**config.mk**
```make
export PLATFORM = sky130hd
export DESIGN_NAME = lsu_mem_ctrl
export DESIGN_NICKNAME = d
export VERILOG_FILES = /design/src/rtl/lsu_pkg.sv /design/src/rtl/lsu_load_align.sv /design/src/rtl/lsu_mem_ctrl.sv
export SDC_FILE = /design/constraint.sdc
export NUM_CORES = 1
export LEC_CHECK = 0
export CORE_MARGIN = 3
export CORE_UTILIZATION = 44
export DETAILED_ROUTE_END_ITERATION = 6
export GPL_TIMING_DRIVEN = 0
export PLACE_DENSITY = 0.78
export RECOVER_POWER = 100
export REMOVE_ABC_BUFFERS = 1
export SKIP_CTS_REPAIR_TIMING = 1
export SYNTH_ARGS = -nofsm -noshare
export SYNTH_HDL_FRONTEND = slang
export SYNTH_HIERARCHICAL = 1
export SYNTH_SLANG_ARGS = --single-unit
```
**constraint.sdc**
```tcl
create_clock -name clk -period 2.7 [get_ports clk]
set_input_delay 0.54 -clock clk [delete_from_list [all_inputs] [get_ports clk]]
set_output_delay 0.54 -clock clk [all_outputs]
set_load 0.03 [all_outputs]
```
**src/rtl/lsu_pkg.sv**
```systemverilog
// +----------------------------------------------------------------------+
// | lsu_pkg : shared types and constants for the load/store unit         |
// | Revision: 1.0                                                        |
// +----------------------------------------------------------------------+
`default_nettype none

package lsu_pkg;

  localparam int XLEN = 32;

  typedef enum logic [1:0] {
    IDLE     = 2'd0,
    REQ      = 2'd1,
    WAIT_RSP = 2'd2,
    FIN      = 2'd3
  } lsu_state_t;

  localparam logic [6:0] OP_LOAD  = 7'b0000011;
  localparam logic [6:0] OP_STORE = 7'b0100011;

  localparam logic [2:0] F3_B  = 3'b000;
  localparam logic [2:0] F3_H  = 3'b001;
  localparam logic [2:0] F3_W  = 3'b010;
  localparam logic [2:0] F3_BU = 3'b100;
  localparam logic [2:0] F3_HU = 3'b101;

  // Unsigned variants only exist for loads; stores accept B/H/W.
  function automatic logic op_legal(input logic [6:0] opcode, input logic [2:0] funct3);
    logic legal;
    legal = 1'b0;
    if (opcode == OP_LOAD) begin
      legal = (funct3 == F3_B) || (funct3 == F3_H) || (funct3 == F3_W) ||
              (funct3 == F3_BU) || (funct3 == F3_HU);
    end else if (opcode == OP_STORE) begin
      legal = (funct3 == F3_B) || (funct3 == F3_H) || (funct3 == F3_W);
    end
    return legal;
  endfunction

endpackage

`default_nettype wire

```
**src/rtl/lsu_load_align.sv**
```systemverilog
// +----------------------------------------------------------------------+
// | lsu_load_align : lane select and sign/zero extension of load data    |
// | Revision: 1.0                                                        |
// +----------------------------------------------------------------------+
`default_nettype none

module lsu_load_align
  import lsu_pkg::*;
(
  input  logic [2:0]      funct3,
  input  logic [1:0]      off,
  input  logic [XLEN-1:0] word,
  output logic [XLEN-1:0] data
);

  logic [7:0]  w_byte;
  logic [15:0] w_half;

  always_comb begin
    w_byte = word[{off, 3'b000} +: 8];
    w_half = off[1] ? word[XLEN-1:16] : word[15:0];
    case (funct3)
      F3_B:    data = {{(XLEN-8){w_byte[7]}}, w_byte};
      F3_H:    data = {{(XLEN-16){w_half[15]}}, w_half};
      F3_BU:   data = {{(XLEN-8){1'b0}}, w_byte};
      F3_HU:   data = {{(XLEN-16){1'b0}}, w_half};
      default: data = word;
    endcase
  end

endmodule

`default_nettype wire

```
**src/rtl/lsu_mem_ctrl.sv**
```systemverilog
// +----------------------------------------------------------------------+
// | lsu_mem_ctrl : load/store controller on a req/gnt/rsp memory bus     |
// | Option: MISALIGN_TRAP_EN traps misaligned accesses instead of        |
// |         truncating the address to natural alignment.                 |
// | Revision: 1.0                                                        |
// +----------------------------------------------------------------------+
`default_nettype none

module lsu_mem_ctrl #(
  parameter int XLEN = 32,
  parameter int BE_W = XLEN / 8
) (
  input  logic            clk,
  input  logic            rst_n,
  input  logic            start,
  input  logic [6:0]      opcode,
  input  logic [2:0]      funct3,
  input  logic [XLEN-1:0] addr,
  input  logic [XLEN-1:0] store_data,
  output logic            busy,
  output logic            done,
  output logic            err,
  output logic [XLEN-1:0] rd_data,
  output logic            mem_req,
  output logic            mem_we,
  output logic [XLEN-1:0] mem_addr,
  output logic [XLEN-1:0] mem_wdata,
  output logic [BE_W-1:0] mem_be,
  input  logic            mem_gnt,
  input  logic            mem_rvalid,
  input  logic [XLEN-1:0] mem_rdata
);

  import lsu_pkg::*;

  lsu_state_t      r_state;
  lsu_state_t      w_state_nxt;

  logic            r_err;
  logic [2:0]      r_funct3;
  logic [1:0]      r_off;
  logic            r_mem_we;
  logic [XLEN-1:0] r_mem_addr;
  logic [XLEN-1:0] r_mem_wdata;
  logic [BE_W-1:0] r_mem_be;
  logic [XLEN-1:0] r_rd_data;

  logic            w_legal;
  logic            w_trap;
  logic            w_is_load;
  logic [1:0]      w_off;
  logic [BE_W-1:0] w_be;
  logic [XLEN-1:0] w_wdata;
  logic [XLEN-1:0] w_load_ext;
  logic            w_capture;

  // Truncated offset keeps the lane math consistent whether or not misaligned ops trap.
  always_comb begin
    w_legal   = op_legal(opcode, funct3);
    w_is_load = (opcode == OP_LOAD);
    case (funct3[1:0])
      2'b00: begin
        w_off   = addr[1:0];
        w_be    = BE_W'(1) << w_off;
        w_wdata = {4{store_data[7:0]}};
      end
      2'b01: begin
        w_off   = {addr[1], 1'b0};
        w_be    = BE_W'(3) << w_off;
        w_wdata = {2{store_data[15:0]}};
      end
      default: begin
        w_off   = 2'b00;
        w_be    = {BE_W{1'b1}};
        w_wdata = store_data;
      end
    endcase
`ifdef MISALIGN_TRAP_EN
    w_trap = ((funct3[1:0] == 2'b01) && addr[0]) ||
             ((funct3[1:0] == 2'b10) && (addr[1:0] != 2'b00));
`else
    w_trap = 1'b0;
`endif
  end

  assign w_capture = (r_state == IDLE) && start;

  always_ff @(posedge clk or negedge rst_n) begin
    if (!rst_n) begin
      r_state <= IDLE;
    end else begin
      r_state <= w_state_nxt;
    end
  end

  always_comb begin
    w_state_nxt = r_state;
    case (r_state)
      IDLE: begin
        if (start) begin
          w_state_nxt = (!w_legal || w_trap) ? FIN : REQ;
        end
      end
      REQ: begin
        if (mem_gnt) begin
          w_state_nxt = r_mem_we ? FIN : WAIT_RSP;
        end
      end
      WAIT_RSP: begin
        if (mem_rvalid) begin
          w_state_nxt = FIN;
        end
      end
      default: w_state_nxt = IDLE;
    endcase
  end

  always_ff @(posedge clk or negedge rst_n) begin
    if (!rst_n) begin
      r_err       <= 1'b0;
      r_funct3    <= 3'b000;
      r_off       <= 2'b00;
      r_mem_we    <= 1'b0;
      r_mem_addr  <= '0;
      r_mem_wdata <= '0;
      r_mem_be    <= '0;
      r_rd_data   <= '0;
    end else begin
      if (w_capture) begin
        r_err    <= !w_legal || w_trap;
        r_funct3 <= funct3;
        r_off    <= w_off;
        if (w_legal && !w_trap) begin
          r_mem_we    <= !w_is_load;
          r_mem_addr  <= {addr[XLEN-1:2], 2'b00};
          r_mem_be    <= w_be;
          r_mem_wdata <= w_is_load ? '0 : w_wdata;
        end
      end
      if ((r_state == WAIT_RSP) && mem_rvalid) begin
        r_rd_data <= w_load_ext;
      end
    end
  end

  lsu_load_align u_load_align (
    .funct3 (r_funct3),
    .off    (r_off),
    .word   (mem_rdata),
    .data   (w_load_ext)
  );

  assign busy      = (r_state != IDLE);
  assign done      = (r_state == FIN);
  assign err       = (r_state == FIN) && r_err;
  assign rd_data   = r_rd_data;
  assign mem_req   = (r_state == REQ);
  assign mem_we    = r_mem_we;
  assign mem_addr  = r_mem_addr;
  assign mem_wdata = r_mem_wdata;
  assign mem_be    = r_mem_be;

endmodule

`default_nettype wire

```
==> results.sh <==
export IMPL_hold_ws_ps=487.3
export IMPL_detail_route_vias_per_cell=5.539
export IMPL_placed_cells=766
export IMPL_drt_total_wl_um=14650
export IMPL_synth_distinct_cells=46
export IMPL_place_ws_ps=-1157
export IMPL_htreeDepth=3
export IMPL_dieWidth_um=116.0
export IMPL_via_count=4348
export IMPL_hold_depth=1
export IMPL_synthCells=439
export IMPL_cts_tree="built"
export IMPL_yosysSeqAreaShare_pct=50.32
export IMPL_io_pins=216
export IMPL_period_needed_ps=2513
export IMPL_setup_viol=0
export IMPL_clk_pin_slew_ps=70
export IMPL_drv_cap=1
export IMPL_grt_pass1_vias=4467
export IMPL_final_antenna_net_count=0
export IMPL_fin_cells=785
export IMPL_status="finished, violations left"
export IMPL_grt_busiest_layer="met2"
export IMPL_slew_viol_final=0
export IMPL_ir_drop_mv=0.3483
export IMPL_avgRoutedWirePerCell_um=18.66
export IMPL_path_cells="mux4_2 > nand3_2 > o211ai_1 > mux2_2"
export IMPL_grt_util_met3_pct=7.206
export IMPL_postLayoutCoreUtil_pct=66.98
export IMPL_power_density_nw_per_um2=809.8
export IMPL_drc=0
export IMPL_crit_required_ps=2930
export IMPL_worstSetupStartpointType="flop"
export IMPL_hold_class="reg -> reg"
export IMPL_dieArea_um2=13450
export IMPL_start_util_pct=45.82
export IMPL_fin_ws_ps=187.2
export IMPL_firstDrtPassIters=5
export IMPL_ys_ff_latch=107
export IMPL_io_buffer_count=213
export IMPL_synth_edf_count=0
export IMPL_drive_gt1_share_pct=14.95
export IMPL_nets=752
export IMPL_fin_crit_sh_pct=93.07
export IMPL_critical_path_max_fanout=22
export IMPL_yosysWarnings=6
export IMPL_finClkSkew_ps=6.352
export IMPL_worst_pin_slew_ps=1494
export IMPL_drt_iter0_markers=273
export IMPL_cp_slowest_stage_delay_ps=880
export IMPL_grt_ovfl_total=0
export IMPL_async_reset_ff_share_pct=100.0
export IMPL_rsz0062_at_grt="false"
export IMPL_cts_root_buffer="clkbuf_16"
export IMPL_worstRegToRegCells=4
export IMPL_gp_congestion=0.8434
export IMPL_core_area_um2=11610
export IMPL_finalHoldViolCount=0
export IMPL_grt_first_pass_wirelength_um=22830
export IMPL_crit_path_end_kind="flop"
export IMPL_met2_usage_pct=35.94
export IMPL_cp_arrival_ps=2740
export IMPL_setup_tns_ps=0
export IMPL_antenna_found_initial=0
export IMPL_grt_usage_pct=21.61
export IMPL_met1_usage_pct=26.34
export IMPL_p_leak_nw=3.722
export IMPL_clock_sinks=107
export IMPL_violations="capacitance limit"
export IMPL_cts_buffer_depth=2
export IMPL_numCtsBuffers=9
export IMPL_ys_flop_type="dfrtp_1"
export IMPL_std_cell_rows=39
export IMPL_grt_max_degree=60
export IMPL_clk_latency_ps=340
export IMPL_synth_area_per_cell_um2=12.12
export IMPL_die_y_um=116.0
export IMPL_max_freq_mhz=398.0
export IMPL_crit_type="reg -> reg"
export IMPL_cp_slowest_cell="dfrtp_1"
export IMPL_synth_area_um2=5321
export IMPL_antenna_cells=0
export IMPL_syn_to_final_growth_pct=46.18
export IMPL_relSlewSlack_pct=0.4183
export IMPL_hpwl_um=10820
-- cells in the mapped netlist, types with 7 or more instances --
cell	number	area, µm²
dfrtp_1	107	2678
mux2_2	67	754.5
mux2i_1	40	400.4
nand2_1	38	142.6
a22o_1	16	140.1
nand3_1	16	80.08
o2bb2ai_1	16	140.1
o21ai_0	12	60.06
clkbuf_1	11	41.29
nor2b_1	11	68.82
a21oi_1	10	50.05
inv_1	10	37.54
nand3b_1	9	67.56
o22a_1	8	70.07
buf_6	7	78.83
-- stage by stage --
step | power, W | instance area (µm²)
3_3_place_gp | 0.005063 | 7433
4_1_cts | 0.006494 | 7790
3_5_place_dp | 0.005144 | 7488
2_1_floorplan | 0.003957 | 5122
5_1_grt | 0.006664 | 7779
6_report | 0.006299 | 7779
-- final cells by class --
| cell class | count | area, µm² |
|---|---|---|
| Fill cell | 957 | 3835 |
| Sequential cell | 107 | 2679 |
| Multi-Input combinational cell | 290 | 2407 |
| Timing Repair Buffer | 219 | 2175 |
| Clock buffer | 10 | 229.0 |
| Tap cell | 143 | 178.9 |
| Clock inverter | 6 | 72.57 |
| Inverter | 10 | 37.54 |
-- critical path: cells and delay by family (launching register included) --
kind,cells,cell delay [ps]
compound gates,1,200
flops,1,880
simple gates,1,390
mux,2,930
-- placed cells by master (no fill, tap or decap), types with 3 or more instances in the layout --
| master | instances |
|---|---|
| clkdlybuf4s50_1 | 107 |
| dfrtp_1 | 106 |
| dlygate4sd3_1 | 103 |
| mux2_2 | 66 |
| mux2i_1 | 40 |
| nand2_1 | 37 |
| a22o_1 | 16 |
| o2bb2ai_1 | 16 |
| nand3_1 | 16 |
| o21ai_0 | 12 |
| nor2b_1 | 11 |
| inv_1 | 10 |
| a21oi_1 | 10 |
| clkbuf_16 | 9 |
| nand3b_1 | 9 |
| o22a_1 | 8 |
| o211ai_1 | 5 |
| nand2b_1 | 4 |
| ha_1 | 4 |
| mux2_1 | 3 |
| nor2_1 | 3 |
| clkbuf_1 | 3 |
-- layer usage --
metal	vias up	wire length, µm
li1	1989	-
met1	2156	5828
met2	184	7139
met3	19	1443
met4	0	236
met5	-	0
-- final timing paths --
kind	from	slack (ps)	to
min reg2reg	mem_wdata[9]	490	mem_wdata[9]
max in group asynchronous	rst_n	630	mem_wdata[6]
max reg2reg	r_off[1]	190	rd_data[14]
max	r_off[1]	190	rd_data[14]
min in group asynchronous	rst_n	550	mem_addr[9]
min	mem_wdata[9]	490	mem_wdata[9]
-- cell families after synthesis --
| family | share of synthesized area (%) |
|---|---|
| multiplexers | 22.55 |
| other | 0.07047 |
| flip-flops | 50.32 |
| AND/OR/NAND/NOR | 9.382 |
| AO/OA/AOI/OAI | 12.23 |
| buffers and inverters | 4.515 |
| adder cells (fa/ha/maj) | 0.9406 |
-- power breakdown --
part	internal (W)	switching, W
Sequential	0.00194	0.000343
Clock	0.000730	0.000603
Combinational	0.00125	0.00143
Total	0.00392	0.00238
-- registers in the layout, indices dropped and copies added (netlist names) --
name	cells
mem_wdata	32
rd_data	32
mem_addr	30
mem_be	4
r_funct3	3
r_off	2
r_state	2
mem_we	1
r_err	1
Note: power is estimated with default switching activity, not from simulation.
